**src/rtl/fp_round_pack.sv**
```systemverilog
// fp_round_pack: FPU adder round/renormalize/pack stage; define FPU_RNE_EN for round-to-nearest-even, otherwise truncation
module fp_round_pack #(
    parameter int EXP_W  = 8,
    parameter int MANT_W = 27
) (
    input  logic              clk,
    input  logic              rst,
    input  logic              in_valid,
    output logic              in_ready,
    input  logic              in_sign,
    input  logic [EXP_W-1:0]  in_exp,
    input  logic [MANT_W-1:0] in_mant,
    input  logic [1:0]        in_exp_ctrl,
    output logic              out_valid,
    input  logic              out_ready,
    output logic [31:0]       out_result,
    output logic              out_overflow,
    output logic              out_underflow,
    output logic              out_inexact
);
    localparam logic [EXP_W+1:0] one     = 1;
    localparam logic [EXP_W+1:0] neg_one = '1;
    localparam logic [EXP_W+1:0] zero_e  = '0;
    logic                adv, round_up, inexact0, zero;
    logic [EXP_W+1:0]    exp_adj, exp_f;
    logic                s1_valid, s1_sign, s1_rup, s1_inx, s1_zero;
    logic [EXP_W+1:0]    s1_exp;
    logic [MANT_W-4:0]   s1_mant;
    logic [MANT_W-3:0]   m;
    logic [22:0]         frac;
    logic                unf, ovf;
    logic [31:0]         res;
    assign adv      = ~out_valid | out_ready;
    assign in_ready = adv;
    always_comb begin
        exp_adj  = {2'b00, in_exp} + (in_exp_ctrl == 2'b01 ? one : in_exp_ctrl == 2'b00 ? neg_one : zero_e);
        inexact0 = |in_mant[2:0];
        zero     = in_mant == '0;
    end
`ifdef FPU_RNE_EN
    assign round_up = in_mant[2] & (in_mant[1] | in_mant[0] | in_mant[3]);
`else
    assign round_up = 1'b0;
`endif
    // exp_f is signed: bit EXP_W+1 set means the adjusted exponent went negative
    always_comb begin
        m     = {1'b0, s1_mant} + {{(MANT_W-3){1'b0}}, s1_rup};
        exp_f = s1_exp + {{(EXP_W+1){1'b0}}, m[MANT_W-3]};
        frac  = m[MANT_W-3] ? m[23:1] : m[22:0];
        unf   = exp_f[EXP_W+1] | (exp_f == '0);
        ovf   = ~exp_f[EXP_W+1] & (exp_f[EXP_W] | &exp_f[EXP_W-1:0]);
        res   = s1_zero ? {s1_sign, 31'b0} :
                unf     ? {s1_sign, 31'b0} :
                ovf     ? {s1_sign, 8'hFF, 23'b0} :
                          {s1_sign, exp_f[7:0], frac};
    end
    always_ff @(posedge clk) begin
        if (rst) begin
            s1_valid      <= 1'b0;
            s1_sign       <= 1'b0;
            s1_exp        <= '0;
            s1_mant       <= '0;
            s1_rup        <= 1'b0;
            s1_inx        <= 1'b0;
            s1_zero       <= 1'b1;
            out_valid     <= 1'b0;
            out_result    <= '0;
            out_overflow  <= 1'b0;
            out_underflow <= 1'b0;
            out_inexact   <= 1'b0;
        end else if (adv) begin
            s1_valid  <= in_valid;
            out_valid <= s1_valid;
            if (in_valid) begin
                s1_sign <= in_sign;
                s1_exp  <= exp_adj;
                s1_mant <= in_mant[MANT_W-1:3];
                s1_rup  <= round_up;
                s1_inx  <= inexact0;
                s1_zero <= zero;
            end
            if (s1_valid) begin
                out_result    <= res;
                out_overflow  <= ~s1_zero & ~unf & ovf;
                out_underflow <= ~s1_zero & unf;
                out_inexact   <= ~s1_zero & (unf | ovf | s1_inx);
            end
        end
    end
endmodule

```
**config.mk**
```make
export PLATFORM = sky130hd
export DESIGN_NAME = fp_round_pack
export DESIGN_NICKNAME = d
export VERILOG_FILES = /design/src/rtl/fp_round_pack.sv
export SDC_FILE = /design/constraint.sdc
export NUM_CORES = 1
export LEC_CHECK = 0
export CAP_MARGIN = 15
export CELL_PAD_IN_SITES_DETAIL_PLACEMENT = 0
export CELL_PAD_IN_SITES_GLOBAL_PLACEMENT = 2
export CORE_AREA = 10 10 110 112
export DETAILED_ROUTE_END_ITERATION = 8
export DIE_AREA = 0 0 120 122
export GPL_ROUTABILITY_DRIVEN = 0
export PLACE_DENSITY = 0.91
export SYNTH_ARGS = -nofsm -noshare
export SYNTH_HDL_FRONTEND = slang
export SYNTH_SLANG_ARGS = --single-unit
```
**constraint.sdc**
```tcl
create_clock -name clk -period 5.99 [get_ports clk]
set_clock_uncertainty 0.15 [all_clocks]
set_input_delay 1.198 -clock clk [delete_from_list [all_inputs] [get_ports clk]]
set_output_delay 1.198 -clock clk [all_outputs]
set_load 0.01 [all_outputs]
```
==> impl_metrics.toml, run 1 <==
[routing]
routed.top_layer = "met4"
wire_per_inst_um = 14.5
dr.first_iter.drc_count = 99
wirelength_um = 7800
num_vias = 2529
wl_met3_um = 376
drc_errors = 0
wl_met1_um = 3760
wl_met2_um = 3550
via_per_inst = 4.70
first_pass_iters = 4
ant_nets = 0

[grt]
grt_use_total_pct = 10.9
grt_first_pass_wirelength_um = 13100
grt_max_degree = 48
gr-total-overflow = 0
antenna_found_initial = 0
grt_pass1_vias = 2628

[outcome]
status = "finished clean"

[yosys]
synth_top_cell_area_share_pct = 50.2
synth_seq_cells = 73
ys.warnings.count = 0
synthTopCellsByArea = "dfxtp_1, nand2_1, a22o_1"
synthArstFlopShare_pct = 0
synth_cells = 328
synth_area_leader_cell = "dfxtp_1"
yosysSeqAreaShare_pct = 50.2
synth_edf_count = 0
avgSynthCellArea_um2 = 8.88
syn_area_um2 = 2910
syn-num-nets = 372
yosys_most_used_dff = "dfxtp_1"
ys_types = 48

[timing]
min_period_over_period_pct = 62.9
tns_ns = 0
worst_slew_margin_rel_pct = 40.3
rsz0062_at_grt = "false"
hold_viol_final = 0
worst_slew_pin_slew_ns = 0.895
hold_slack_ns = 0.298
finalSetupViolCount = 0
min_period_ns = 3.77
fmax_mhz = 265
slew_violations = 0

[clock_network]
cts_resized = 0
htree_levels = 3
cts_setup_buffers = 0
cts_tree = "built"
insertion_delay_ns = 0.34
clk_path_buf_depth = 2
clk_transition_reported_paths_ns = 0.07
clock_sinks = 73
hold_buffers = 0
numCtsBuffers = 9
root_buffer = "clkbuf_8"

[final_layout]
syn2layout_area_growth_pct = 36.3
insertedDiodeCount = 0
final_nets = 441
drive_above_1_share_pct = 7.46

[worst_setup_path]
crit_slowest_cell = "clkdlybuf4s50_1"
critPathMaxStageDelay_ns = 0.58
path_class = "in -> out"
crit_top_cell = "clkdlybuf4s50_1"
worst_setup_path_start_kind = "input port"
worst-path-buf-inv = 3
arrival_ns = 2.42
cp_max_fo = 7
cp_cell_sequence = "clkdlybuf4s50_1 > nor2b_2 > inv_2 > clkdlybuf4s50_1"
cp_data_required_time_ns = 4.64
worstSetupEndpointType = "primary output"
cp_top_family = "buffers and inverters"

[power]
p_leak_nw = 1.41
ir_worst_vdd_v = 0.0000896
powerDensity_nw_per_um2 = 265

[die]
die_area_um2 = 14600
die_h_um = 122
rows = 37
fp.coreArea_um2 = 10000
io_pins = 79
start_util_pct = 29.0
die_x_um = 120

[hold_path]
hold_class = "reg -> reg"

[run]
drv_cap = 0

[placed_design]
io_buffer_count = 78
hpwl_um = 5800
-- kinds of logic after synthesis --
kind of cell               after synthesis  share of synthesized area (%)
AOI/OAI and AO/OA                       84                           20.0
buffers and inverters                   26                           4.94
muxes                                    1                          0.344
DFF                                     73                           50.2
xor gates and xnor gates                 5                           1.50
adders and majority gates                2                          0.859
and+or+nand+nor                        137                           22.2
-- cell usage in the layout (no fill, tap or decap), types with 3 or more instances in the layout --
master / synthesis / final
a21oi_1: 32 / 32
nor3_1: 4 / 4
nor2_1: 20 / 20
nor3_2: 4 / 4
xnor2_1: 5 / 5
a22o_1: 25 / 25
clkbuf_8: 0 / 9
dfxtp_1: 73 / 73
nand3_1: 6 / 6
nand4_1: 9 / 9
o21ai_1: 8 / 8
buf_4: 3 / 4
nand2_1: 70 / 70
clkdlybuf4s50_1: 0 / 77
nor4_1: 8 / 8
nor2b_1: 3 / 3
-- power by group --
part | switching, mW | leakage, nW | internal [mW]
Clock | 0.182 | 0.107 | 0.236
Combinational | 0.0611 | 0.705 | 0.0568
Sequential | 0.0128 | 0.596 | 0.504
Total | 0.256 | 1.41 | 0.797
-- per-stage QoR --
| step | util, % | setup slack (ns) | power, mW | cell area, µm² | instances |
|---|---|---|---|---|---|
| after CTS | 39.5 | 2.22 | 1.07 | 3970 | 538 |
| after floorplan | - | 2.89 | 0.594 | 2910 | 328 |
| after detailed placement | 37.4 | 2.21 | 0.648 | 3750 | 522 |
| after global routing | 39.5 | 2.13 | 1.10 | 3970 | 538 |
| final | 39.5 | 2.22 | 1.05 | 3970 | 538 |
| after global placement | 37.4 | 2.21 | 0.646 | 3750 | 522 |
-- sequential cells by signal (all words and copies together), names as in the netlist --
name / count
out_overflow: 1
s1_valid: 1
s1_sign: 1
s1_mant: 23
s1_inx: 1
out_inexact: 1
out_valid: 1
out_result: 32
out_underflow: 1
s1_zero: 1
s1_exp: 10
-- final timing paths --
| check | start | endpoint | slack [ns] | cells past startpoint |
|---|---|---|---|---|
| max reg2reg | out_valid | s1_inx | 4.08 | 6 |
| max | out_ready | in_ready | 2.22 | 4 |
| min reg2reg | out_result[27] | out_result[27] | 0.30 | 2 |
| min | out_result[27] | out_result[27] | 0.30 | 2 |
-- synthesized netlist by cell type, types with 5 or more instances --
library cell	n
dfxtp_1	73
nor2_1	20
o21ai_1	8
nand2_1	70
clkbuf_1	6
buf_2	10
xnor2_1	5
nor4_1	8
nand4_1	9
a22o_1	25
nand3_1	6
a21oi_1	32
-- tightest hold or removal path, cell delays in order (launching register included) --
cell and delay (ns):
dfxtp_1 0.31, nand2_1 0.05, o21ai_1 0.05
-- metal layers --
metal,GRT usage [%],up-vias
met5,0,-
met4,5.58,0
met3,2.91,9
met2,17.0,52
met1,13.7,1169
li1,-,1299
-- layout make-up --
class | count | area (µm²)
sequential | 73 | 1460
inverter | 2 | 7.51
tap | 136 | 170
clock inverter | 6 | 90.1
fill | 1055 | 6070
timing repair buffer | 82 | 806
clock buffer | 10 | 128
multi-input combinational | 229 | 1310
No activity file was read; power rests on OpenSTA's default activity.
==> run 2, diff against run 1 <==
--- a/config.mk
+++ b/config.mk
@@ -8,11 +8,11 @@
 export CAP_MARGIN = 15
 export CELL_PAD_IN_SITES_DETAIL_PLACEMENT = 0
 export CELL_PAD_IN_SITES_GLOBAL_PLACEMENT = 2
-export CORE_AREA = 10 10 110 112
+export CORE_AREA = 10 10 114 116
 export DETAILED_ROUTE_END_ITERATION = 8
-export DIE_AREA = 0 0 120 122
+export DIE_AREA = 0 0 124 126
 export GPL_ROUTABILITY_DRIVEN = 0
-export PLACE_DENSITY = 0.91
+export PLACE_DENSITY = 0.86
 export SYNTH_ARGS = -nofsm -noshare
 export SYNTH_HDL_FRONTEND = slang
 export SYNTH_SLANG_ARGS = --single-unit
==> constraint.sdc (replaced) <==
create_clock -name clk -period 3.8 [get_ports clk]
set_clock_uncertainty 0.15 [all_clocks]
set_input_delay 0.76 -clock clk [delete_from_list [all_inputs] [get_ports clk]]
set_output_delay 0.76 -clock clk [all_outputs]
set_load 0.01 [all_outputs]
==> run 2 against run 1 <==
Against the previous run:
- cell area down 0.57%
- core utilization down 2.6 points
- non-clock buffer count up 1
- hold slack better by 0.0015 ns
- die area up 6.7%
- critical path depth up 4
- worst setup slack worse by 1.3 ns
- flip-flop and latch count unchanged
- first-iteration DRC count up 24%
- critical endpoint is now s1_exp[8]
==> impl_metrics.toml, run 2 (same netlist as run 1, synthesis figures left out) <==
[clock_network]
root_buffer = "clkbuf_8"
cts_setup_buffers = 0
cts_tree = "built"
clk_path_buf_depth = 2
cts_resized = 0
htree_levels = 3
numCtsBuffers = 9
hold_buffers = 0
clock_sinks = 73
insertion_delay_ns = 0.33
clk_transition_reported_paths_ns = 0.08

[final_layout]
largest_reg_flops = 32
fin_util_pct = 36.9
final_cell_mix = "clkdlybuf4s50_1, dfxtp_1, nand2_1"
drive_above_1_share_pct = 7.69
final_common_cell = "clkdlybuf4s50_1"
final_nets = 442
syn2layout_area_growth_pct = 35.5
stdcell_count = 543
regMostFlops = "out_result"
reg.largest.list = "out_result: 32 flops, s1_mant: 23 flops, s1_exp: 10 flops"
insertedDiodeCount = 0

[power]
powerDensity_nw_per_um2 = 389
ir_worst_vdd_v = 0.000141
p_leak_nw = 1.39

[grt]
antenna_found_initial = 0
gr-total-overflow = 0
grt_pass1_vias = 2497
grt_max_degree = 34
grt_use_total_pct = 10.5
grt_first_pass_wirelength_um = 13100

[routing]
drc_errors = 0
wire_per_inst_um = 15.1
dr.first_iter.drc_count = 123
wirelength_um = 8220
num_vias = 2531
ant_nets = 0
via_per_inst = 4.66
first_pass_iters = 4

[die]
die_x_um = 124
fp.coreArea_um2 = 10700
die_area_um2 = 15600
start_util_pct = 27.2
die_h_um = 126
io_pins = 79
rows = 38

[run]
drv_cap = 0

[worst_setup_path]
cp_data_required_time_ns = 3.90
worstSetupEndpointType = "register"
cp_cell_sequence = "clkdlybuf4s50_1 > or2_1 > xnor2_1 > ha_1 > o2bb2ai_1 > o2bb2ai_2 > or3_1 > a311oi_1"
worst_setup_path_start_kind = "input port"
cp_top_family = "simple AND/OR/NAND/NOR gates"
critPathMaxStageDelay_ns = 0.57
arrival_ns = 3.02
crit_slowest_cell = "clkdlybuf4s50_1"
worst-path-buf-inv = 1
cp_max_fo = 9
path_class = "in -> reg"

[timing]
tns_ns = 0
worst_slew_margin_rel_pct = 53.6
hold_slack_ns = 0.299
slew_violations = 0
rsz0062_at_grt = "false"
min_period_ns = 2.92
hold_viol_final = 0
fmax_mhz = 343
worst_slew_pin_slew_ns = 0.694
min_period_over_period_pct = 76.8
finalSetupViolCount = 0

[hold_path]
hold_class = "reg -> reg"

[placed_design]
hpwl_um = 6090
placed_cells = 527
io_buffer_count = 78

[outcome]
status = "finished clean"
==> run 2: cell types whose count changed in the layout (fill, tap and decap cells not counted) <==
cell and change:
buf_12 +1, clkinvlp_4 +1, bufinv_16 -2, clkinv_2 +1
==> run 2: worst paths after layout <==
path,slack (ns),from,end,depth (start not counted)
setup / recovery,0.88,in_exp_ctrl[1],s1_exp[8],8
hold reg to reg,0.30,out_result[23],out_result[23],2
setup reg to reg,1.83,out_valid,s1_exp[8],6
hold / removal,0.30,out_result[23],out_result[23],2
==> run 2: tightest hold or removal path, delay by kind of cell, from the launching register on <==
family          cells  cell delay, ns
compound gates      1            0.05
flops               1            0.31
simple gates        1            0.05
==> run 2: report_power, final <==
part | switching (mW) | total (mW) | internal [mW]
combinational | 0.0997 | 0.191 | 0.0918
clock | 0.290 | 0.528 | 0.238
sequential | 0.0206 | 0.815 | 0.794
==> run 2: area by class of cell <==
cell class / count / area (µm²)
clock buffer: 10 / 128
multi-input combinational: 229 / 1310
clock inverter: 6 / 42.5
inverter: 2 / 7.51
timing repair buffer: 83 / 826
fill: 1122 / 6750
sequential: 73 / 1460
tap: 140 / 175
==> run 2: stage by stage <==
| stage | worst slack [ns] | instance area [µm²] | power [mW] |
|---|---|---|---|
| 2_1_floorplan | 1.14 | 2910 | 0.936 |
| 3_3_place_gp | 0.604 | 3780 | 1.02 |
| 3_5_place_dp | 0.547 | 3780 | 1.03 |
| 4_1_cts | 0.889 | 3950 | 1.56 |
| 5_1_grt | 0.778 | 3950 | 1.62 |
| 6_report | 0.881 | 3950 | 1.53 |
==> run 2: routing by layer <==
layer | vias up | global-route usage, % | wire length (µm)
li1 | 1305 | - | -
met1 | 1167 | 12.8 | 3870
met5 | - | 0 | 0
met3 | 6 | 3.17 | 413
met4 | 0 | 4.47 | 74
met2 | 53 | 16.7 | 3870
